File: config.mk
export PLATFORM = sky130hd
export DESIGN_NAME = dot_update_queue
export DESIGN_NICKNAME = d
export VERILOG_FILES = /design/src/rtl/dot_update_queue_pkg.sv /design/src/rtl/dot_update_queue_fifo.sv /design/src/rtl/dot_update_queue.sv
export SDC_FILE = /design/constraint.sdc
export NUM_CORES = 1
export LEC_CHECK = 0
export ABC_AREA = 1
export BUFFER_PORTS_ARGS = -buffer_cell sky130_fd_sc_hd__buf_2
export CAP_MARGIN = 20
export CORE_MARGIN = 2
export CORE_UTILIZATION = 30
export DETAILED_ROUTE_END_ITERATION = 6
export SYNTH_ARGS = -nofsm -noshare
export SYNTH_HDL_FRONTEND = slang
export SYNTH_SLANG_ARGS = --single-unit
export TNS_END_PERCENT = 1
File: constraint.sdc
create_clock -name clock -period 3.1 [get_ports clock]
set_clock_uncertainty 0.1 [all_clocks]
set_input_delay 0.62 -clock clock [delete_from_list [all_inputs] [get_ports clock]]
set_output_delay 0.62 -clock clock [all_outputs]
set_load 0.02 [all_outputs]
File: src/rtl/dot_update_queue_pkg.sv
// Shared constants, decode kinds and helper functions for the dot update queue.
// The MMIO window maps one X word and one Y word per dot. Every dot has an
// id in 0..DOT_COUNT-1. Coordinates are clamped to the visible screen area.
package dot_update_queue_pkg;

    localparam int ID_W    = 10;
    localparam int LEVEL_W = 7;

    localparam logic [31:0] X_BASE    = 32'd100;
    localparam logic [31:0] Y_BASE    = 32'd550;
    localparam logic [31:0] MMIO_END  = 32'd999;
    localparam logic [31:0] DOT_COUNT = 32'd450;
    localparam logic [31:0] X_MAX     = 32'd639;
    localparam logic [31:0] Y_MAX     = 32'd479;

    typedef enum logic [1:0] {
        DEC_NONE = 2'd0,
        DEC_X    = 2'd1,
        DEC_Y    = 2'd2
    } dec_kind_e;

    // Classify a data-memory word address as an X write, a Y write, or neither.
    function automatic dec_kind_e decode_addr(input logic [31:0] addr);
        dec_kind_e kind;
        kind = DEC_NONE;
        if (addr >= X_BASE && addr <= (X_BASE + DOT_COUNT - 32'd1)) begin
            kind = DEC_X;
        end else if (addr >= Y_BASE && addr <= MMIO_END) begin
            kind = DEC_Y;
        end else begin
            kind = DEC_NONE;
        end
        return kind;
    endfunction

    // Unsigned 32-bit clamp. The caller truncates the result to the stored width.
    function automatic logic [31:0] clamp_coord(input logic [31:0] data,
                                                input logic [31:0] max_val);
        return (data > max_val) ? max_val : data;
    endfunction

endpackage

File: src/rtl/dot_update_queue_fifo.sv
// dot_fifo: synchronous FIFO of DEPTH entries with a registered head.
// The head register holds the oldest entry. Entries behind the head sit in a
// circular array. A push into an empty FIFO lands in the head one cycle later,
// so there is no same-cycle bypass.
// Ports:
//   clock, reset : rising-edge clock, async active-high reset
//   push, din    : write request and entry (dropped here when full and no pop)
//   pop          : consumer accepts the head (ignored while empty)
//   head         : oldest entry (registered)
//   level        : occupancy 0..DEPTH, including the head
//   full, empty  : registered occupancy flags
module dot_fifo
    import dot_update_queue_pkg::*;
#(
    parameter int DEPTH = 16,
    parameter int W     = 21
) (
    input  logic               clock,
    input  logic               reset,
    input  logic               push,
    input  logic [W-1:0]       din,
    input  logic               pop,
    output logic [W-1:0]       head,
    output logic [LEVEL_W-1:0] level,
    output logic               full,
    output logic               empty
);

    localparam int PTR_W = $clog2(DEPTH);
    localparam int CNT_W = PTR_W + 1;

    logic [W-1:0]       mem_r [DEPTH];
    logic [PTR_W-1:0]   rd_ptr_r;
    logic [PTR_W-1:0]   wr_ptr_r;
    logic [CNT_W-1:0]   mem_cnt_r;
    logic [LEVEL_W-1:0] level_r;
    logic [W-1:0]       head_r;
    logic               full_r;
    logic               empty_r;

    logic               pop_ok_s;
    logic               push_ok_s;
    logic               head_free_s;
    logic               load_mem_s;
    logic               load_din_s;
    logic               write_mem_s;
    logic [CNT_W-1:0]   mem_cnt_next_s;
    logic [LEVEL_W-1:0] level_next_s;

    // Per-cycle transfer decisions for the head register and the backing array.
    always_comb begin
        pop_ok_s       = pop && !empty_r;
        // When full, a push is accepted only if the head leaves in the same cycle.
        push_ok_s      = push && (!full_r || pop_ok_s);
        head_free_s    = empty_r || pop_ok_s;
        load_mem_s     = head_free_s && (mem_cnt_r != {CNT_W{1'b0}});
        load_din_s     = head_free_s && (mem_cnt_r == {CNT_W{1'b0}}) && push_ok_s;
        write_mem_s    = push_ok_s && !load_din_s;
        mem_cnt_next_s = mem_cnt_r + CNT_W'(write_mem_s) - CNT_W'(load_mem_s);
        level_next_s   = level_r + LEVEL_W'(push_ok_s) - LEVEL_W'(pop_ok_s);
    end

    // Backing array write port. The array holds no state that needs resetting.
    always_ff @(posedge clock) begin
        if (write_mem_s) begin
            mem_r[wr_ptr_r] <= din;
        end
    end

    // Pointers, occupancy, flags and the registered head.
    always_ff @(posedge clock or posedge reset) begin
        if (reset) begin
            rd_ptr_r  <= {PTR_W{1'b0}};
            wr_ptr_r  <= {PTR_W{1'b0}};
            mem_cnt_r <= {CNT_W{1'b0}};
            level_r   <= {LEVEL_W{1'b0}};
            head_r    <= {W{1'b0}};
            full_r    <= 1'b0;
            empty_r   <= 1'b1;
        end else begin
            rd_ptr_r  <= rd_ptr_r + PTR_W'(load_mem_s);
            wr_ptr_r  <= wr_ptr_r + PTR_W'(write_mem_s);
            mem_cnt_r <= mem_cnt_next_s;
            level_r   <= level_next_s;
            full_r    <= (level_next_s == LEVEL_W'(DEPTH));
            if (load_mem_s) begin
                head_r  <= mem_r[rd_ptr_r];
                empty_r <= 1'b0;
            end else if (load_din_s) begin
                head_r  <= din;
                empty_r <= 1'b0;
            end else if (pop_ok_s) begin
                empty_r <= 1'b1;
            end
        end
    end

    assign head  = head_r;
    assign level = level_r;
    assign full  = full_r;
    assign empty = empty_r;

endmodule

File: src/rtl/dot_update_queue.sv
// dot_update_queue: decodes processor data-memory writes to the dot MMIO
// window into {is_y, id, clamped loc} updates. It queues the updates in
// arrival order for the VGA side and counts writes dropped on overflow.
// Ports:
//   clock, reset          : rising-edge clock, async active-high reset
//   mem_wren/addr/data    : processor data-memory write port
//   upd_valid/upd_ready   : head handshake toward the VGA consumer
//   upd_is_y/upd_id/upd_loc : head entry fields (registered)
//   level                 : queue occupancy 0..DEPTH
//   overflow, drop_count  : sticky drop flag and saturating drop counter
module dot_update_queue
    import dot_update_queue_pkg::*;
#(
    parameter int DEPTH = 16,
    parameter int LOC_W = 10
) (
    input  logic               clock,
    input  logic               reset,
    input  logic               mem_wren,
    input  logic [31:0]        mem_addr,
    input  logic [31:0]        mem_data,
    output logic               upd_valid,
    input  logic               upd_ready,
    output logic               upd_is_y,
    output logic [ID_W-1:0]    upd_id,
    output logic [LOC_W-1:0]   upd_loc,
    output logic [LEVEL_W-1:0] level,
    output logic               overflow,
    output logic [7:0]         drop_count
);

    localparam int ENTRY_W = 1 + ID_W + LOC_W;

    logic               push_req_s;
    logic               is_y_s;
    logic [ID_W-1:0]    id_s;
    logic [LOC_W-1:0]   loc_s;
    logic               drop_s;
    logic [ENTRY_W-1:0] head_s;
    logic               fifo_full_s;
    logic               fifo_empty_s;
    logic               overflow_r;
    logic [7:0]         drop_count_r;

    // Address decode and coordinate clamp for the incoming write.
    always_comb begin
        push_req_s = 1'b0;
        is_y_s     = 1'b0;
        id_s       = {ID_W{1'b0}};
        loc_s      = {LOC_W{1'b0}};
        case (decode_addr(mem_addr))
            DEC_X: begin
                push_req_s = mem_wren;
                is_y_s     = 1'b0;
                id_s       = ID_W'(mem_addr - X_BASE);
                loc_s      = LOC_W'(clamp_coord(mem_data, X_MAX));
            end
            DEC_Y: begin
                push_req_s = mem_wren;
                is_y_s     = 1'b1;
                id_s       = ID_W'(mem_addr - Y_BASE);
                loc_s      = LOC_W'(clamp_coord(mem_data, Y_MAX));
            end
            default: begin
                push_req_s = 1'b0;
            end
        endcase
    end

    // A write is lost only when the queue is full and the head is not leaving.
    assign drop_s = push_req_s && fifo_full_s && !(upd_valid && upd_ready);

    dot_fifo #(
        .DEPTH (DEPTH),
        .W     (ENTRY_W)
    ) u_fifo (
        .clock (clock),
        .reset (reset),
        .push  (push_req_s),
        .din   ({is_y_s, id_s, loc_s}),
        .pop   (upd_ready),
        .head  (head_s),
        .level (level),
        .full  (fifo_full_s),
        .empty (fifo_empty_s)
    );

    // Sticky overflow flag and saturating drop counter. Only reset clears them.
    always_ff @(posedge clock or posedge reset) begin
        if (reset) begin
            overflow_r   <= 1'b0;
            drop_count_r <= 8'd0;
        end else if (drop_s) begin
            overflow_r <= 1'b1;
            if (drop_count_r != 8'hFF) begin
                drop_count_r <= drop_count_r + 8'd1;
            end
        end
    end

    assign upd_valid  = ~fifo_empty_s;
    assign upd_is_y   = head_s[ENTRY_W-1];
    assign upd_id     = head_s[ENTRY_W-2 -: ID_W];
    assign upd_loc    = head_s[LOC_W-1:0];
    assign overflow   = overflow_r;
    assign drop_count = drop_count_r;

endmodule

---- Yosys cells after proc, flatten, opt, wreduce, memory -nomap -nowiden ----
Memories as Yosys holds them, arrays and structs flattened.
Cells that the tools add are included.
cells by class
  reductions and logical operators ........ 23
  add/sub/neg operators ................... 9
  bitwise logic cells ..................... 1
  equal/unequal tests ..................... 4
  shift operators ......................... 0
  mux-type cells .......................... 15
  div/mod/pow operators ................... 0
  multiply operators ...................... 0
  $lt $le $gt $ge ......................... 6
operators by type and width
  kind                                                              count
  <= comparator 32 x 10 -> 1 bit (second input constant)            2
  2-to-1 mux 21 bit                                                 2
  one-hot mux 10 bit (2 select lines)                               2
  >= comparator 32 x 10 -> 1 bit (second input constant)            1
  >= comparator 32 x 7 -> 1 bit (second input constant)             1
  greater-than comparator 32 x 10 -> 1 bit (second input constant)  1
  greater-than comparator 32 x 9 -> 1 bit (second input constant)   1
  2-to-1 mux 10 bit                                                 2
  logical AND 1 bit                                                 11
  subtractor 10 bit (second input constant)                         1
  subtractor 10 x 7 -> 10 bit (second input constant)               1
  adder 4 x 1 -> 4 bit                                              2
  adder 8 x 1 -> 8 bit (second input constant)                      1
  inequality test 8 bit (second input constant)                     1
  adder 7 x 1 -> 7 bit                                              1
  == test 7 x 5 -> 1 bit (second input constant)                    1
  2-to-1 mux 1 bit                                                  7
  subtractor 7 x 1 -> 7 bit                                         1
  adder 5 x 1 -> 5 bit                                              1
  zero test 5 bit                                                   1
  nonzero test 5 bit                                                1
  subtractor 5 x 1 -> 5 bit                                         1
  zero test 1 bit                                                   4
  2-to-1 mux 2 bit                                                  2
  8 further kinds                                                   9
storage, ports and cells
  output and inout port bits .............. 38
  input port bits ......................... 68
  memory bits (read-only) ................. 0
  memories kept ........................... 1
  flip-flop bits (word level) ............. 52
  latch bits .............................. 0
  memory bits (writable) .................. 336
memories
  name          depth  bits a word  rd ports  clocked after memory_dff  wr ports  RTL line                     source
  u_fifo.mem_r  16     21           1         0                         1         dot_update_queue_fifo.sv:32  logic [W-1:0] mem_r [DEPTH];

---- Logic depth before layout (Yosys ltp) ----
Gate-level depths: netlist of run 1.
  depth after elaboration ................. 13
  depth in mapped cells ................... 22
  mapped depth without buffers ............ 22

---- Modules after synthesis ----
From an unflattened synthesis of run 1, not the netlist that was laid out.
unflattened totals
  cell total of the unflattened synthesis .. 1925
  area total of the unflattened synthesis .. 18282.5 um^2
modules (own cells, without submodules)
  module            instances  area an instance (um^2)  cells an instance  sequential area each (um^2)
  dot_fifo          1          16507.1                  1597               11167.0
  dot_update_queue  1          1775.5                   328                225.2

---- Worst setup path after synthesis of run 1 ----
Ideal clock, no wire load.
  kind .................................... input to register
  from .................................... in mem_addr[3]
  to ...................................... mem u_fifo.mem_r[0][0] (enable)
  cell stages on the path ................. 12
  setup time .............................. 0.399 ns
  buffers on the path ..................... 0
  arrival ................................. 2.840 ns
  setup slack ............................. -0.239 ns
  path through ............................ inv_1 -> ha_1 -> nand3_1 -> nor2_1 -> nor2_2 -> nor2_4 -> nand2_4 -> nand2_8 -> nand3_4 -> nor2_4 -> nand3_2 -> nor2_1
between the ends
  longest elaborated chain between the ends .. 13
  elaborated cells on any way between the ends .. 18
  classes of those cells .................. order compare (4); eq/ne (2); mux (5); reduce/logical (7)
ends and longest elaborated chain
  item                                                                              RTL line                     source
  from (decl)                                                                       dot_update_queue.sv:20       input logic [31:0] mem_addr,
  >= comparator 32 x 10 -> 1 bit or <= comparator 32 x 10 -> 1 bit (tied branches)  dot_update_queue_pkg.sv:28   end else if (addr >= Y_BASE && addr <= MMIO_END) begin
  logical AND 1 bit                                                                 dot_update_queue_pkg.sv:28
  2-to-1 mux 2 bit                                                                  dot_update_queue_pkg.sv:28
  2-to-1 mux 2 bit (*)                                                              dot_update_queue_pkg.sv:26   if (addr >= X_BASE && addr <= (X_BASE + DOT_COUNT - 32'd1)) begin
  == test 2 bit or == test 2 x 1 -> 1 bit (tied branches)                           dot_update_queue.sv:51       case (decode_addr(mem_addr))
  OR reduction 2 bit (no source line) (*)                                           --
  2-to-1 mux 1 bit (*)                                                              dot_update_queue.sv:51
  logical AND 1 bit (*)                                                             dot_update_queue_fifo.sv:54  push_ok_s = push && (!full_r || pop_ok_s);
  logical AND 1 bit                                                                 dot_update_queue_fifo.sv:57  load_din_s = head_free_s && (mem_cnt_r == {CNT_W{1'b0}}) && push_ok_s;
  zero test 1 bit                                                                   dot_update_queue_fifo.sv:58  write_mem_s = push_ok_s && !load_din_s;
  logical AND 1 bit (*)                                                             dot_update_queue_fifo.sv:58
  2-to-1 mux 1 bit (*)                                                              dot_update_queue_fifo.sv:65  if (write_mem_s) begin
  2-to-1 mux 1 bit (not written as such) (*)                                        dot_update_queue_fifo.sv:66  mem_r[wr_ptr_r] <= din;
  to (decl)                                                                         dot_update_queue_fifo.sv:32
Every way passes the cells marked *; elsewhere a longest branch is shown, timed or not.

---- Worst setup path in the final report of run 1 ----
  from .................................... in mem_addr[3]
  to ...................................... reg u_fifo.full_r, in the netlist u_fifo.full
between the ends
  longest elaborated chain between the ends .. 11
  elaborated cells on any way between the ends .. 16
  classes of those cells .................. add/sub (2); order compare (4); eq/ne (3); mux (3); reduce/logical (4)
ends and longest elaborated chain
  item                                                                              RTL line                     source
  >= comparator 32 x 10 -> 1 bit or <= comparator 32 x 10 -> 1 bit (tied branches)  dot_update_queue_pkg.sv:28
  logical AND 1 bit                                                                 dot_update_queue_pkg.sv:28
  2-to-1 mux 2 bit                                                                  dot_update_queue_pkg.sv:28
  2-to-1 mux 2 bit (*)                                                              dot_update_queue_pkg.sv:26
  == test 2 bit or == test 2 x 1 -> 1 bit (tied branches)                           dot_update_queue.sv:51
  OR reduction 2 bit (no source line) (*)                                           --
  2-to-1 mux 1 bit (*)                                                              dot_update_queue.sv:51
  logical AND 1 bit (*)                                                             dot_update_queue_fifo.sv:54
  adder 7 x 1 -> 7 bit (*)                                                          dot_update_queue_fifo.sv:60  level_next_s = level_r + LEVEL_W'(push_ok_s) - LEVEL_W'(pop_ok_s);
  subtractor 7 x 1 -> 7 bit (*)                                                     dot_update_queue_fifo.sv:60
  named net u_fifo.level_next_s[6]                                                  dot_update_queue_fifo.sv:48  logic [LEVEL_W-1:0] level_next_s;
  == test 7 x 5 -> 1 bit (*)                                                        dot_update_queue_fifo.sv:85  full_r <= (level_next_s == LEVEL_W'(DEPTH));
  to (signal assigned)                                                              dot_update_queue_fifo.sv:85
  to (decl)                                                                         dot_update_queue_fifo.sv:38  logic full_r;
Mark *: on every way through the listed nets, which the timed path passes. The rest lies on a longest branch.
A chain may end at the register's enable or synchronous reset.

==> results of run 1 <==
[final timing paths]
check                      slack, ps  depth (start not counted)                  end
max                              260                         22          u_fifo.full
min                               50                          2  u_fifo.mem_cnt_r[2]
max reg2reg                      480                         15          u_fifo.full
min reg2reg                      370                          2             overflow
max in group asynchronous       2210                          3        drop_count[7]
min in group clock               370                          2             overflow
[final cells by class]
type | instances | share of cell area [%]
inverter | 87 | 1.56
antenna | 1 | 0.0118
multi-input combinational | 1017 | 24.4
timing repair buffer | 262 | 9.62
clock buffer | 54 | 5.51
sequential | 388 | 53.7
clock inverter | 24 | 0.813
tap | 756 | 4.45
[metal layers]
metal  up-vias  wire length (um)  GRT usage, %
li1       6005                 -             -
met1      6157             21300          21.5
met2       421             23000          27.2
met3        72              3420          3.30
met4         6               903          4.04
met5         -                40             0
[cells by family (layout without fill, tap and decap cells)]
family | after synthesis | count (layout) | share of synthesized area, %
and+or+nand+nor | 633 | 633 | 15.5
DFF | 388 | 388 | 66.3
AOI/OAI and AO/OA | 326 | 326 | 10.7
buffers and inverters | 164 | 427 | 3.87
adders and majority gates | 24 | 24 | 1.83
xor gates and xnor gates | 24 | 24 | 1.22
muxes | 10 | 10 | 0.582
other | 0 | 1 | 0
[through the flow]
stage	total power, uW	hold WS, ps	area (um^2)	utilization, %
floorplan	9320	373	17200	-
global placement	11400	351	19900	35.2
detailed placement	11400	353	19900	35.2
CTS	16300	49.1	21200	37.6
global route	17100	71.2	21200	37.6
finish	16200	45.1	21200	37.6
[state kept, by name, indices dropped and copies added, names as in the netlist]
name / count
drop_count: 8
overflow: 1
u_fifo.empty: 1
u_fifo.full: 1
u_fifo.head: 21
u_fifo.level: 7
u_fifo.mem_cnt_r: 5
u_fifo.mem_r: 336
u_fifo.rd_ptr_r: 4
u_fifo.wr_ptr_r: 4
[critical path: cells and delay by family]
| family | cells | cell delay (ps) |
|---|---|---|
| adders and majority gates | 3 | 770 |
| and+or+nand+nor | 11 | 910 |
| xor gates and xnor gates | 1 | 240 |
| AOI/OAI and AO/OA | 2 | 210 |
| buffers and inverters | 5 | 410 |
[power by group through the flow]
| stage | sequential (uW) | combinational (uW) | clock (uW) |
|---|---|---|---|
| 6_report | 6070 | 5320 | 4840 |
| 5_1_grt | 6100 | 5870 | 5110 |
| 4_1_cts | 6070 | 5290 | 4920 |
| 3_5_place_dp | 6170 | 5270 | 0 |
| 3_3_place_gp | 6170 | 5190 | 0 |
| 2_1_floorplan | 6310 | 3010 | 0 |
[timing repair]
| action | CTS | global route |
|---|---|---|
| gates resized for setup | 0 | 1 |
| setup endpoints to repair | 0 | 1 |
| buffers inserted | 0 | 1 |
| hold buffers | 0 | 0 |
[placed cells by master (no fill, tap or decap), drive strengths merged, types with 10 or more instances in the layout]
cell	Yosys	layout
a21oi	25	25
buf	20	262
clkbuf	57	54
clkinv	1	22
dfrtp	51	51
edfxtp	336	336
ha	22	22
inv	86	87
mux2i	10	10
nand2	237	237
nand3	75	75
nand4	14	14
nor2	291	291
o211ai	20	20
o21ai	199	199
o221ai	17	17
o22ai	55	55
xor2	21	21
==> impl_results.html, run 1 <==
<table>
<tr><th>Metric</th><th>Value</th></tr>
<tr><th colspan="2">Yosys</th></tr>
<tr><td>Number of nets in the synthesized netlist</td><td>1661</td></tr>
<tr><td>Count of different cell masters after synthesis</td><td>48</td></tr>
<tr><td>Post-synthesis cell type with the largest combined area</td><td>edfxtp_1</td></tr>
<tr><td>Main area contributors after synthesis</td><td>edfxtp_1, dfrtp_1, nor2_1</td></tr>
<tr><td>Top_reg_cell synth</td><td>edfxtp_1</td></tr>
<tr><td>Part of the Yosys area used for sequential elements</td><td>66.3%</td></tr>
<tr><td>EDFF count, synth</td><td>336</td></tr>
<tr><td>Cell Area, Synth</td><td>around 17000 um^2</td></tr>
<tr><td>Average instance area after synthesis</td><td>~11 um^2</td></tr>
<tr><td>Synthesized instance count</td><td>between 1.5k and 2k</td></tr>
<tr><td>Commonest cells in the netlist</td><td>edfxtp_1, nor2_1, nand2_1</td></tr>
<tr><td>Proportion of synthesized flip-flops having asynchronous set or reset</td><td>a little over an eighth</td></tr>
<tr><td>Number of synthesized register bits</td><td>388</td></tr>
<tr><td>Most instantiated library cell after synthesis</td><td>edfxtp_1</td></tr>
<tr><td>Yosys warns</td><td>0</td></tr>
<tr><td>Post-synth top area share</td><td>58.7%</td></tr>
<tr><th colspan="2">Placement</th></tr>
<tr><td>Port-buffer cells</td><td>roughly 110</td></tr>
<tr><td>Post-place setup slack</td><td>-372 ps</td></tr>
<tr><td>Final estimated routing congestion in global placement</td><td>0.854</td></tr>
<tr><td>Cell count after placement</td><td>about 2.5k</td></tr>
<tr><td>Detail Placement HPWL</td><td>32300 um</td></tr>
<tr><th colspan="2">Flow run</th></tr>
<tr><td>Number of violations of the max-capacitance limit</td><td>0</td></tr>
<tr><th colspan="2">Routing</th></tr>
<tr><td>Wirelength per Cell</td><td>approximately 19 um</td></tr>
<tr><td>Detailed Route WL</td><td>roughly 49000 um</td></tr>
<tr><td>Routed Antenna Nets</td><td>0</td></tr>
<tr><td>Via-per-instance ratio</td><td>just under 5</td></tr>
<tr><td>Residual DRC count</td><td>0</td></tr>
<tr><td>Count of routing violations after the opening detailed-route iteration</td><td>952</td></tr>
<tr><td>Via count of the routed design</td><td>between 10k and 15k</td></tr>
<tr><td>Number of iterations in the first detailed-routing pass</td><td>6</td></tr>
<tr><th colspan="2">STA</th></tr>
<tr><td>Final setup violation count</td><td>0</td></tr>
<tr><td>Final-report max-slew violation count</td><td>0</td></tr>
<tr><td>Minimum clock period</td><td>between 2000 and 3000 ps</td></tr>
<tr><td>Setup Total Neg Slack</td><td>0 ps</td></tr>
<tr><td>Slack of the critical path</td><td>between 200 and 300 ps</td></tr>
<tr><td>Endpoints failing hold</td><td>0</td></tr>
<tr><td>F_max</td><td>0.353 GHz</td></tr>
<tr><td>Worst rel slew slack</td><td>between 50% and 60%</td></tr>
<tr><td>Slew at the pin with the worst max-slew slack</td><td>about 620 ps</td></tr>
<tr><td>Final worst path period share</td><td>91.5%</td></tr>
<tr><th colspan="2">Clocking</th></tr>
<tr><td>Inserted Clock Buffers</td><td>42</td></tr>
<tr><td>Clock root buffer master</td><td>clkbuf_16</td></tr>
<tr><td>CTS H-Tree Depth</td><td>2</td></tr>
<tr><td>Worst-path clk slew</td><td>approximately 60 ps</td></tr>
<tr><td>TritonCTS clock tree</td><td>yes</td></tr>
<tr><td>Largest buffer count on any clock path</td><td>3</td></tr>
<tr><td>Total clock sinks</td><td>slightly below 400</td></tr>
<tr><td>Worst-Skew Late Latency</td><td>~550 ps</td></tr>
<tr><th colspan="2">Die</th></tr>
<tr><td>Placeable core region</td><td>~56000 um^2</td></tr>
<tr><td>Die height</td><td>roughly 240 um</td></tr>
<tr><td>Top-level port count</td><td>about 110</td></tr>
<tr><td>Die outline width</td><td>approximately 240 um</td></tr>
<tr><td>Initial Util</td><td>around 30%</td></tr>
<tr><td>Die Outline Area</td><td>59200 um^2</td></tr>
<tr><td>Site row count</td><td>87</td></tr>
<tr><th colspan="2">Cells and area</th></tr>
<tr><td>Synthesis-to-finish area growth</td><td>23.6%</td></tr>
<tr><td>Fraction of final layout cells sized beyond drive strength 1</td><td>between 20% and 30%</td></tr>
<tr><td>Combined flip-flop and latch cell area</td><td>~11000 um^2</td></tr>
<tr><td>Fill cells</td><td>roughly 5.5k</td></tr>
<tr><td>Fin cells</td><td>approximately 2.6k</td></tr>
<tr><td>Area used by multi-input combinational logic</td><td>around 5200 um^2</td></tr>
<tr><td>Number of nets at the end of the flow</td><td>1890</td></tr>
<tr><th colspan="2">Global routing</th></tr>
<tr><td>Global-route wire length before repair</td><td>74400 um</td></tr>
<tr><td>Number of global-route vias before repair</td><td>between 10k and 15k</td></tr>
<tr><td>Largest net degree at the start of global routing</td><td>between 70 and 80</td></tr>
<tr><td>Antenna violations before repair</td><td>4</td></tr>
<tr><td>Total overflow reported by the global router</td><td>0</td></tr>
<tr><td>Overall fraction of global-route tracks in use</td><td>16.2%</td></tr>
<tr><th colspan="2">Power and ir drop</th></tr>
<tr><td>Pleak</td><td>0.00751 uW</td></tr>
<tr><td>Proportion of total power due to net switching</td><td>roughly 36%</td></tr>
<tr><td>Internal power component</td><td>roughly 10000 uW</td></tr>
<tr><td>Power density normalized to cell area</td><td>roughly 760 nW/um^2</td></tr>
<tr><td>Net switching component of the power</td><td>just under 6000 uW</td></tr>
<tr><td>Part of the power in registers</td><td>a little under two fifths</td></tr>
<tr><td>Worst-case vdd ir drop</td><td>about 800 uV</td></tr>
<tr><td>Clock network power share</td><td>29.8%</td></tr>
<tr><td>Combinational cell fraction of total power</td><td>between 30% and 40%</td></tr>
<tr><th colspan="2">Setup path</th></tr>
<tr><td>Critical Path Source Type</td><td>primary input</td></tr>
<tr><td>Critical register-to-register path startpoint</td><td>u_fifo.empty</td></tr>
<tr><td>Data arrival time of the critical path</td><td>approximately 3200 ps</td></tr>
<tr><td>Maximum cell stage delay along the critical path</td><td>between 300 and 400 ps</td></tr>
<tr><td>Maximum fanout along the worst path</td><td>5</td></tr>
<tr><td>Data required, critical path</td><td>3430 ps</td></tr>
<tr><td>Most common cell on crit path</td><td>nand2_1</td></tr>
<tr><td>Cell type of the slowest stage on the worst timing path</td><td>fa_1</td></tr>
<tr><td>CP Cell Sequence</td><td>buf_2 -&gt; inv_2 -&gt; ha_1 -&gt; nand2_1 -&gt; nand3_1 -&gt; nand2_1 -&gt; inv_2 -&gt; nand4_1 -&gt; nand2_4 -&gt; nand2_8 -&gt; nand3_4 -&gt; inv_1 -&gt; ha_1 -&gt; fa_1 -&gt; nand3_1 -&gt; nand2_1 -&gt; a21oi_1 -&gt; o21bai_1 -&gt; xnor2_1 -&gt; inv_1 -&gt; nand4_1 -&gt; nor2_1</td></tr>
<tr><td>Origin of the worst setup path</td><td>mem_addr[3]</td></tr>
<tr><td>Kind of end point of the critical path</td><td>register</td></tr>
<tr><td>Worst Setup Path Type</td><td>primary input to register</td></tr>
<tr><th colspan="2">Min path</th></tr>
<tr><td>Type of the worst min-delay path</td><td>primary input to async pin</td></tr>
<tr><th colspan="2">Outcome</th></tr>
<tr><td>Result of the run</td><td>complete, no violations</td></tr>
</table>
Note: power is estimated with default switching activity, not from simulation.
==> inputs of run 2 (changes only) <==
--- a/config.mk
+++ b/config.mk
@@ -10,6 +10,7 @@
 export CAP_MARGIN = 20
 export CORE_MARGIN = 2
 export CORE_UTILIZATION = 30
+export CTS_BUF_LIST = sky130_fd_sc_hd__clkbuf_8
 export DETAILED_ROUTE_END_ITERATION = 6
 export SYNTH_ARGS = -nofsm -noshare
 export SYNTH_HDL_FRONTEND = slang
==> run 2 against run 1 <==
Net effect: design area down 0.83%; clock power down 15%; register-to-register slack about the same; final cell count up 1.5%; critical path type unchanged; critical endpoint unchanged; largest cell class unchanged; largest power group unchanged; highest routed layer unchanged.
==> impl_results.html, run 2 (synthesis results as in run 1) <==
<table>
<tr><th>Metric</th><th>Value</th></tr>
<tr><th colspan="2">Outcome</th></tr>
<tr><td>Result of the run</td><td>complete, no violations</td></tr>
<tr><th colspan="2">Cells and area</th></tr>
<tr><td>Fin cells</td><td>roughly 2.6k</td></tr>
<tr><td>Most common cell after layout, fill and taps aside</td><td>edfxtp_1</td></tr>
<tr><td>Max reg flops</td><td>between 300 and 400</td></tr>
<tr><td>Synthesis-to-finish area growth</td><td>22.5%</td></tr>
<tr><td>Layout Cell Area excl Fill</td><td>21100 um^2</td></tr>
<tr><td>Most flop-heavy register</td><td>u_fifo.mem_r</td></tr>
<tr><td>Highest-count cells in the layout ignoring fill and taps</td><td>edfxtp_1, nor2_1, nand2_1</td></tr>
<tr><td>Fraction of final layout cells sized beyond drive strength 1</td><td>21.6%</td></tr>
<tr><td>Number of nets at the end of the flow</td><td>1915</td></tr>
<tr><th colspan="2">Routing</th></tr>
<tr><td>Detailed Route WL</td><td>48900 um</td></tr>
<tr><td>Via-per-instance ratio</td><td>just under 5</td></tr>
<tr><td>Via count of the routed design</td><td>12.8k</td></tr>
<tr><td>Count of routing violations after the opening detailed-route iteration</td><td>about 1.1k</td></tr>
<tr><td>Number of iterations in the first detailed-routing pass</td><td>5</td></tr>
<tr><td>Routed Antenna Nets</td><td>0</td></tr>
<tr><td>Wirelength per Cell</td><td>approximately 19 um</td></tr>
<tr><td>Residual DRC count</td><td>0</td></tr>
<tr><th colspan="2">Power and ir drop</th></tr>
<tr><td>Pleak</td><td>~0.0075 uW</td></tr>
<tr><td>Power Total</td><td>about 16000 uW</td></tr>
<tr><td>Worst-case vdd ir drop</td><td>between 700 and 800 uV</td></tr>
<tr><td>Power density normalized to cell area</td><td>between 700 and 800 nW/um^2</td></tr>
<tr><th colspan="2">Min path</th></tr>
<tr><td>Type of the worst min-delay path</td><td>primary input to register</td></tr>
<tr><th colspan="2">Die</th></tr>
<tr><td>Initial Util</td><td>a little under a third</td></tr>
<tr><td>Top-level port count</td><td>~110</td></tr>
<tr><td>Die Outline Area</td><td>59200 um^2</td></tr>
<tr><td>Placeable core region</td><td>approximately 56000 um^2</td></tr>
<tr><td>Die outline width</td><td>between 200 and 250 um</td></tr>
<tr><td>Die height</td><td>243 um</td></tr>
<tr><td>Site row count</td><td>87</td></tr>
<tr><th colspan="2">STA</th></tr>
<tr><td>Worst rel slew slack</td><td>roughly 59%</td></tr>
<tr><td>Slack of the critical path</td><td>just over 300 ps</td></tr>
<tr><td>Slew at the pin with the worst max-slew slack</td><td>between 600 and 700 ps</td></tr>
<tr><td>Setup repair after global routing missed its margin</td><td>false</td></tr>
<tr><td>Final setup violation count</td><td>0</td></tr>
<tr><td>Final-report max-slew violation count</td><td>0</td></tr>
<tr><td>Minimum clock period</td><td>2790 ps</td></tr>
<tr><td>Hold WS</td><td>317 ps</td></tr>
<tr><td>Final worst path period share</td><td>90.1%</td></tr>
<tr><td>Endpoints failing hold</td><td>0</td></tr>
<tr><td>F_max</td><td>between 0.3 and 0.4 GHz</td></tr>
<tr><th colspan="2">Placement</th></tr>
<tr><td>Final estimated routing congestion in global placement</td><td>roughly 0.85</td></tr>
<tr><td>Post-place setup slack</td><td>-372 ps</td></tr>
<tr><td>Total placed instance area</td><td>between 15000 and 20000 um^2</td></tr>
<tr><td>Port-buffer cells</td><td>105</td></tr>
<tr><td>Detail Placement HPWL</td><td>between 30000 and 40000 um</td></tr>
<tr><td>Cell count after placement</td><td>2508</td></tr>
<tr><th colspan="2">Setup path</th></tr>
<tr><td>Most common cell on crit path</td><td>nand2_1</td></tr>
<tr><td>Cell type of the slowest stage on the worst timing path</td><td>fa_1</td></tr>
<tr><td>CP Cell Sequence</td><td>buf_2 -&gt; inv_2 -&gt; ha_1 -&gt; nand2_1 -&gt; nand3_1 -&gt; nand2_1 -&gt; inv_2 -&gt; nand4_1 -&gt; nand2_4 -&gt; nand2_8 -&gt; nand3_4 -&gt; inv_1 -&gt; ha_1 -&gt; fa_1 -&gt; nand3_1 -&gt; nand2_1 -&gt; a21oi_1 -&gt; o21bai_1 -&gt; xnor2_1 -&gt; inv_1 -&gt; nand4_1 -&gt; nor2_1</td></tr>
<tr><td>Critical Path Source Type</td><td>primary input</td></tr>
<tr><td>Kind of end point of the critical path</td><td>register</td></tr>
<tr><td>Data required, critical path</td><td>about 3500 ps</td></tr>
<tr><td>Maximum fanout along the worst path</td><td>5</td></tr>
<tr><td>Data arrival time of the critical path</td><td>around 3200 ps</td></tr>
<tr><td>Worst Setup Path Type</td><td>primary input to register</td></tr>
<tr><td>Maximum cell stage delay along the critical path</td><td>about 400 ps</td></tr>
<tr><th colspan="2">Clocking</th></tr>
<tr><td>Largest buffer count on any clock path</td><td>3</td></tr>
<tr><td>Worst-path clk slew</td><td>around 50 ps</td></tr>
<tr><td>TritonCTS clock tree</td><td>yes</td></tr>
<tr><td>Inserted Clock Buffers</td><td>66</td></tr>
<tr><td>Clock root buffer master</td><td>clkbuf_8</td></tr>
<tr><td>Worst-Skew Late Latency</td><td>between 600 and 700 ps</td></tr>
<tr><td>Total clock sinks</td><td>roughly 390</td></tr>
<tr><td>CTS H-Tree Depth</td><td>3</td></tr>
<tr><th colspan="2">Global routing</th></tr>
<tr><td>Overall fraction of global-route tracks in use</td><td>approximately 16%</td></tr>
<tr><td>Total overflow reported by the global router</td><td>0</td></tr>
<tr><td>Antenna violations before repair</td><td>4</td></tr>
<tr><td>Largest net degree at the start of global routing</td><td>76</td></tr>
<tr><td>Number of global-route vias before repair</td><td>12.8k</td></tr>
<tr><td>Global-route wire length before repair</td><td>approximately 75000 um</td></tr>
<tr><th colspan="2">Flow run</th></tr>
<tr><td>Number of violations of the max-capacitance limit</td><td>0</td></tr>
</table>
[run 2: worst max-delay path: cells and delay by family]
kind	cells	cell delay [ps]
AND/OR/NAND/NOR	11	930
adder cells (fa/ha/maj)	3	770
buffers and inverters	5	410
XOR/XNOR	1	240
AO/OA/AOI/OAI	2	210
[run 2: final cells by class]
cell class,instances,area [um^2]
Clock buffer,68,936
Timing Repair Buffer,263,2050
Inverter,87,332
Fill cell,5527,35400
Sequential cell,388,11400
Tap cell,756,946
Antenna cell,1,2.50
Clock inverter,49,220
Multi-Input combinational cell,1017,5170
[run 2: metrics by stage]
| stage | TNS, ps | util (%) |
|---|---|---|
| final | 0 | 37.3 |
| after global routing | 0 | 37.3 |
| after CTS | 0 | 37.2 |
| after detailed placement | -39140 | 35.2 |
| after global placement | -26510 | 35.2 |
| after floorplan | -80250 | - |
[run 2: final timing paths]
path                               from                   to  slack (ps)  cells past startpoint
min reg2reg                    overflow             overflow         370                      2
max reg2reg                u_fifo.empty          u_fifo.full         480                     15
min                            mem_wren             overflow         320                      3
max                         mem_addr[3]          u_fifo.full         310                     22
max in group asynchronous         reset        drop_count[7]        1700                      4
min in group asynchronous         reset  u_fifo.mem_cnt_r[4]         550                      3
[run 2: per-layer routing]
metal  share of wire (%)  GRT usage [%]  wire length [um]  up-vias
met1                  43           21.4             21100     6219
met3                 7.6           4.19              3690       71
met2                  47           26.9             23000      454
li1                    -              -                 -     6053
met5               0.076              0                37        -
met4                 2.2           5.30              1090        6
[run 2: where the power goes]
group	internal [uW]	switching [uW]	leakage, uW
clock	2050	2050	0.000666
sequential	5870	207	0.00305
combinational	1750	3580	0.00379
[run 2: timing repair]
action / in CTS / in global routing
hold endpoints to repair: 18 / 0
gates resized for setup: 0 / 1
hold buffers: 1 / 0
setup endpoints to repair: 0 / 1
buffers inserted: 0 / 1
==> inputs of run 3 (changes only) <==
--- a/config.mk
+++ b/config.mk
@@ -8,10 +8,13 @@
 export ABC_AREA = 1
 export BUFFER_PORTS_ARGS = -buffer_cell sky130_fd_sc_hd__buf_2
 export CAP_MARGIN = 20
+export CELL_PAD_IN_SITES_DETAIL_PLACEMENT = 2
+export CELL_PAD_IN_SITES_GLOBAL_PLACEMENT = 2
 export CORE_MARGIN = 2
 export CORE_UTILIZATION = 30
 export CTS_BUF_LIST = sky130_fd_sc_hd__clkbuf_8
 export DETAILED_ROUTE_END_ITERATION = 6
+export PLACE_DENSITY_LB_ADDON = 0.1
 export SYNTH_ARGS = -nofsm -noshare
 export SYNTH_HDL_FRONTEND = slang
 export SYNTH_SLANG_ARGS = --single-unit
==> run 3 against run 2 <==
Net effect: sequential cell count did not move; critical endpoint unchanged; die area did not move; via count rose by 3.2%; combinational power rose by 5.1%; highest routed layer unchanged; largest cell class unchanged; worst hold slack got worse by 44 ps.
==> impl_results.html, run 3 (synthesis results as in run 1) <==
<table>
<tr><th>Metric</th><th>Value</th></tr>
<tr><th colspan="2">Die</th></tr>
<tr><td>Die outline width</td><td>~240 um</td></tr>
<tr><td>Placeable core region</td><td>56500 um^2</td></tr>
<tr><td>Initial Util</td><td>around 30%</td></tr>
<tr><td>Top-level port count</td><td>between 100 and 150</td></tr>
<tr><td>Die Outline Area</td><td>approximately 60000 um^2</td></tr>
<tr><td>Site row count</td><td>87</td></tr>
<tr><td>Die height</td><td>243 um</td></tr>
<tr><th colspan="2">Cells and area</th></tr>
<tr><td>Max reg flops</td><td>336</td></tr>
<tr><td>Most common cell after layout, fill and taps aside</td><td>edfxtp_1</td></tr>
<tr><td>Finished Core Util</td><td>between 30 and 40%</td></tr>
<tr><td>Number of nets at the end of the flow</td><td>1946</td></tr>
<tr><td>Highest-count cells in the layout ignoring fill and taps</td><td>edfxtp_1, nor2_1, nand2_1</td></tr>
<tr><td>Fraction of final layout cells sized beyond drive strength 1</td><td>between 20% and 30%</td></tr>
<tr><td>Most flop-heavy register</td><td>u_fifo.mem_r</td></tr>
<tr><td>Layout Cell Area excl Fill</td><td>21500 um^2</td></tr>
<tr><td>Synthesis-to-finish area growth</td><td>24.9%</td></tr>
<tr><td>Fill cells</td><td>6017</td></tr>
<tr><th colspan="2">Power and ir drop</th></tr>
<tr><td>Worst-case vdd ir drop</td><td>roughly 400 uV</td></tr>
<tr><td>Power density normalized to cell area</td><td>766 nW/um^2</td></tr>
<tr><td>Pleak</td><td>slightly below 0.008 uW</td></tr>
<tr><td>Power Total</td><td>16400 uW</td></tr>
<tr><th colspan="2">Clocking</th></tr>
<tr><td>Worst-path clk slew</td><td>approximately 60 ps</td></tr>
<tr><td>Largest buffer count on any clock path</td><td>3</td></tr>
<tr><td>Clock root buffer master</td><td>clkbuf_8</td></tr>
<tr><td>CTS H-Tree Depth</td><td>3</td></tr>
<tr><td>Worst-Skew Late Latency</td><td>roughly 650 ps</td></tr>
<tr><td>Inserted Clock Buffers</td><td>around 70</td></tr>
<tr><td>Total clock sinks</td><td>just under 400</td></tr>
<tr><td>TritonCTS clock tree</td><td>yes</td></tr>
<tr><th colspan="2">Global routing</th></tr>
<tr><td>Total overflow reported by the global router</td><td>0</td></tr>
<tr><td>Overall fraction of global-route tracks in use</td><td>20.8%</td></tr>
<tr><td>Global-route wire length before repair</td><td>just over 90000 um</td></tr>
<tr><td>Antenna violations before repair</td><td>2</td></tr>
<tr><td>Largest net degree at the start of global routing</td><td>71</td></tr>
<tr><td>Number of global-route vias before repair</td><td>approximately 15k</td></tr>
<tr><th colspan="2">Routing</th></tr>
<tr><td>Via count of the routed design</td><td>13.2k</td></tr>
<tr><td>Count of routing violations after the opening detailed-route iteration</td><td>~650</td></tr>
<tr><td>Via-per-instance ratio</td><td>4.97</td></tr>
<tr><td>Detailed Route WL</td><td>~61000 um</td></tr>
<tr><td>Number of iterations in the first detailed-routing pass</td><td>5</td></tr>
<tr><td>Met2 layer wire length in the routed design</td><td>just over 30000 um</td></tr>
<tr><td>M1 WL</td><td>approximately 27000 um</td></tr>
<tr><td>Detail Route met3 WL</td><td>roughly 2400 um</td></tr>
<tr><td>Routed Antenna Nets</td><td>0</td></tr>
<tr><td>Uppermost layer routed</td><td>met5</td></tr>
<tr><td>Wirelength per Cell</td><td>22.8 um</td></tr>
<tr><td>Residual DRC count</td><td>0</td></tr>
<tr><th colspan="2">Setup path</th></tr>
<tr><td>CP Cell Sequence</td><td>buf_2 -&gt; inv_1 -&gt; ha_1 -&gt; nand2_1 -&gt; nand3_1 -&gt; nand2_1 -&gt; inv_2 -&gt; nand4_1 -&gt; nand2_4 -&gt; nand2_8 -&gt; nand3_4 -&gt; inv_1 -&gt; ha_1 -&gt; fa_1 -&gt; nand3_1 -&gt; nand2_1 -&gt; a21oi_2 -&gt; o21bai_1 -&gt; xnor2_1 -&gt; inv_1 -&gt; nand4_1 -&gt; nor2_1</td></tr>
<tr><td>Setup slack on the worst flop-to-flop path</td><td>330 ps</td></tr>
<tr><td>Kind of end point of the critical path</td><td>register</td></tr>
<tr><td>Worst Setup Path Type</td><td>primary input to register</td></tr>
<tr><td>Cell type of the slowest stage on the worst timing path</td><td>fa_1</td></tr>
<tr><td>Worst R2R Path Depth</td><td>10</td></tr>
<tr><td>Data arrival time of the critical path</td><td>3260 ps</td></tr>
<tr><td>Critical Path Source Type</td><td>primary input</td></tr>
<tr><td>Data required, critical path</td><td>between 3000 and 4000 ps</td></tr>
<tr><td>Maximum cell stage delay along the critical path</td><td>410 ps</td></tr>
<tr><td>Critical register-to-register path startpoint</td><td>u_fifo.rd_ptr_r[0]</td></tr>
<tr><td>Worst r2r dst</td><td>u_fifo.head[7]</td></tr>
<tr><td>Maximum fanout along the worst path</td><td>4</td></tr>
<tr><th colspan="2">STA</th></tr>
<tr><td>Minimum clock period</td><td>between 2000 and 3000 ps</td></tr>
<tr><td>Setup repair after global routing missed its margin</td><td>false</td></tr>
<tr><td>Slew at the pin with the worst max-slew slack</td><td>748 ps</td></tr>
<tr><td>F_max</td><td>between 0.3 and 0.4 GHz</td></tr>
<tr><td>Final setup violation count</td><td>0</td></tr>
<tr><td>Endpoints failing hold</td><td>0</td></tr>
<tr><td>Final worst path period share</td><td>about nine tenths</td></tr>
<tr><td>Final-report max-slew violation count</td><td>0</td></tr>
<tr><td>Worst rel slew slack</td><td>between 40% and 50%</td></tr>
<tr><th colspan="2">Placement</th></tr>
<tr><td>Total placed instance area</td><td>20100 um^2</td></tr>
<tr><td>Detail Placement HPWL</td><td>41600 um</td></tr>
<tr><td>Final estimated routing congestion in global placement</td><td>just under 0.8</td></tr>
<tr><td>Port-buffer cells</td><td>105</td></tr>
<tr><th colspan="2">Min path</th></tr>
<tr><td>Hold path cells</td><td>3</td></tr>
<tr><td>Source of the worst hold timing path</td><td>mem_wren</td></tr>
<tr><td>Hold Path Sink</td><td>overflow</td></tr>
<tr><td>Type of the worst min-delay path</td><td>primary input to register</td></tr>
<tr><th colspan="2">Outcome</th></tr>
<tr><td>Result of the run</td><td>complete, no violations</td></tr>
<tr><th colspan="2">Flow run</th></tr>
<tr><td>Number of violations of the max-capacitance limit</td><td>0</td></tr>
</table>
==> run 3: cell count changes in the layout (fill, tap and decap cells not counted), sizes merged <==
cell	previous run	this run
buf	262	287
clkbuf	68	79
bufinv	0	2
clkinvlp	4	3
clkinv	23	13
inv	109	115
==> run 3: metal layers <==
layer | GRT usage (%) | vias up
li1 | - | 6107
met1 | 27.0 | 6807
met2 | 35.9 | 227
met3 | 3.38 | 75
met4 | 5.79 | 2
met5 | 0 | -
==> run 3: power breakdown <==
| part | switching (uW) | internal (uW) |
|---|---|---|
| Sequential | 273 | 5870 |
| Clock | 2200 | 2490 |
| Combinational | 3830 | 1770 |
==> run 3: layout make-up <==
| cell class | instances | area (um^2) | area share [%] |
|---|---|---|---|
| antenna | 1 | 2.50 | 0.0117 |
| inverter | 87 | 332 | 1.54 |
| timing repair buffer | 288 | 2280 | 10.6 |
| multi-input combinational | 1017 | 5170 | 24.1 |
| sequential | 388 | 11400 | 53.1 |
| tap | 756 | 946 | 4.41 |
| clock inverter | 46 | 246 | 1.15 |
| clock buffer | 79 | 1090 | 5.07 |
==> run 3: worst max-delay path by stage <==
stage | from | to | cells after the start
2_1_floorplan | mem_addr[3] | u_fifo.mem_r[0][0] | 12
3_3_place_gp | mem_addr[3] | u_fifo.full | 22
3_5_place_dp | mem_addr[3] | u_fifo.full | 22
4_1_cts | mem_addr[3] | u_fifo.full | 22
5_1_grt | mem_addr[3] | u_fifo.full | 22
6_report | mem_addr[3] | u_fifo.full | 22
==> run 3: through the flow <==
step                      TNS [ps]  instances  setup slack (ps)  hold slack [ps]
after global placement      -40860       2532              -301              349
final                            0       2662               278              273
after floorplan             -80250       1569              -239              373
after global routing             0       2662              16.3              293
after detailed placement    -61540       2532              -454              355
after CTS                        0       2657               259              126
==> run 3: critical path: cells and delay by family <==
family	cells	cell delay (ps)
xor gates and xnor gates	1	190
adders and majority gates	3	800
AOI/OAI and AO/OA	2	220
and+or+nand+nor	11	1000
buffers and inverters	5	400
==> run 3: timing repair <==
item / 4_1_cts / 5_1_grt
setup endpoints to repair: 0 / 1
hold endpoints to repair: 0 / 5
gates resized for setup: 0 / 1
setup buffers: 0 / 1
hold buffers: 0 / 1
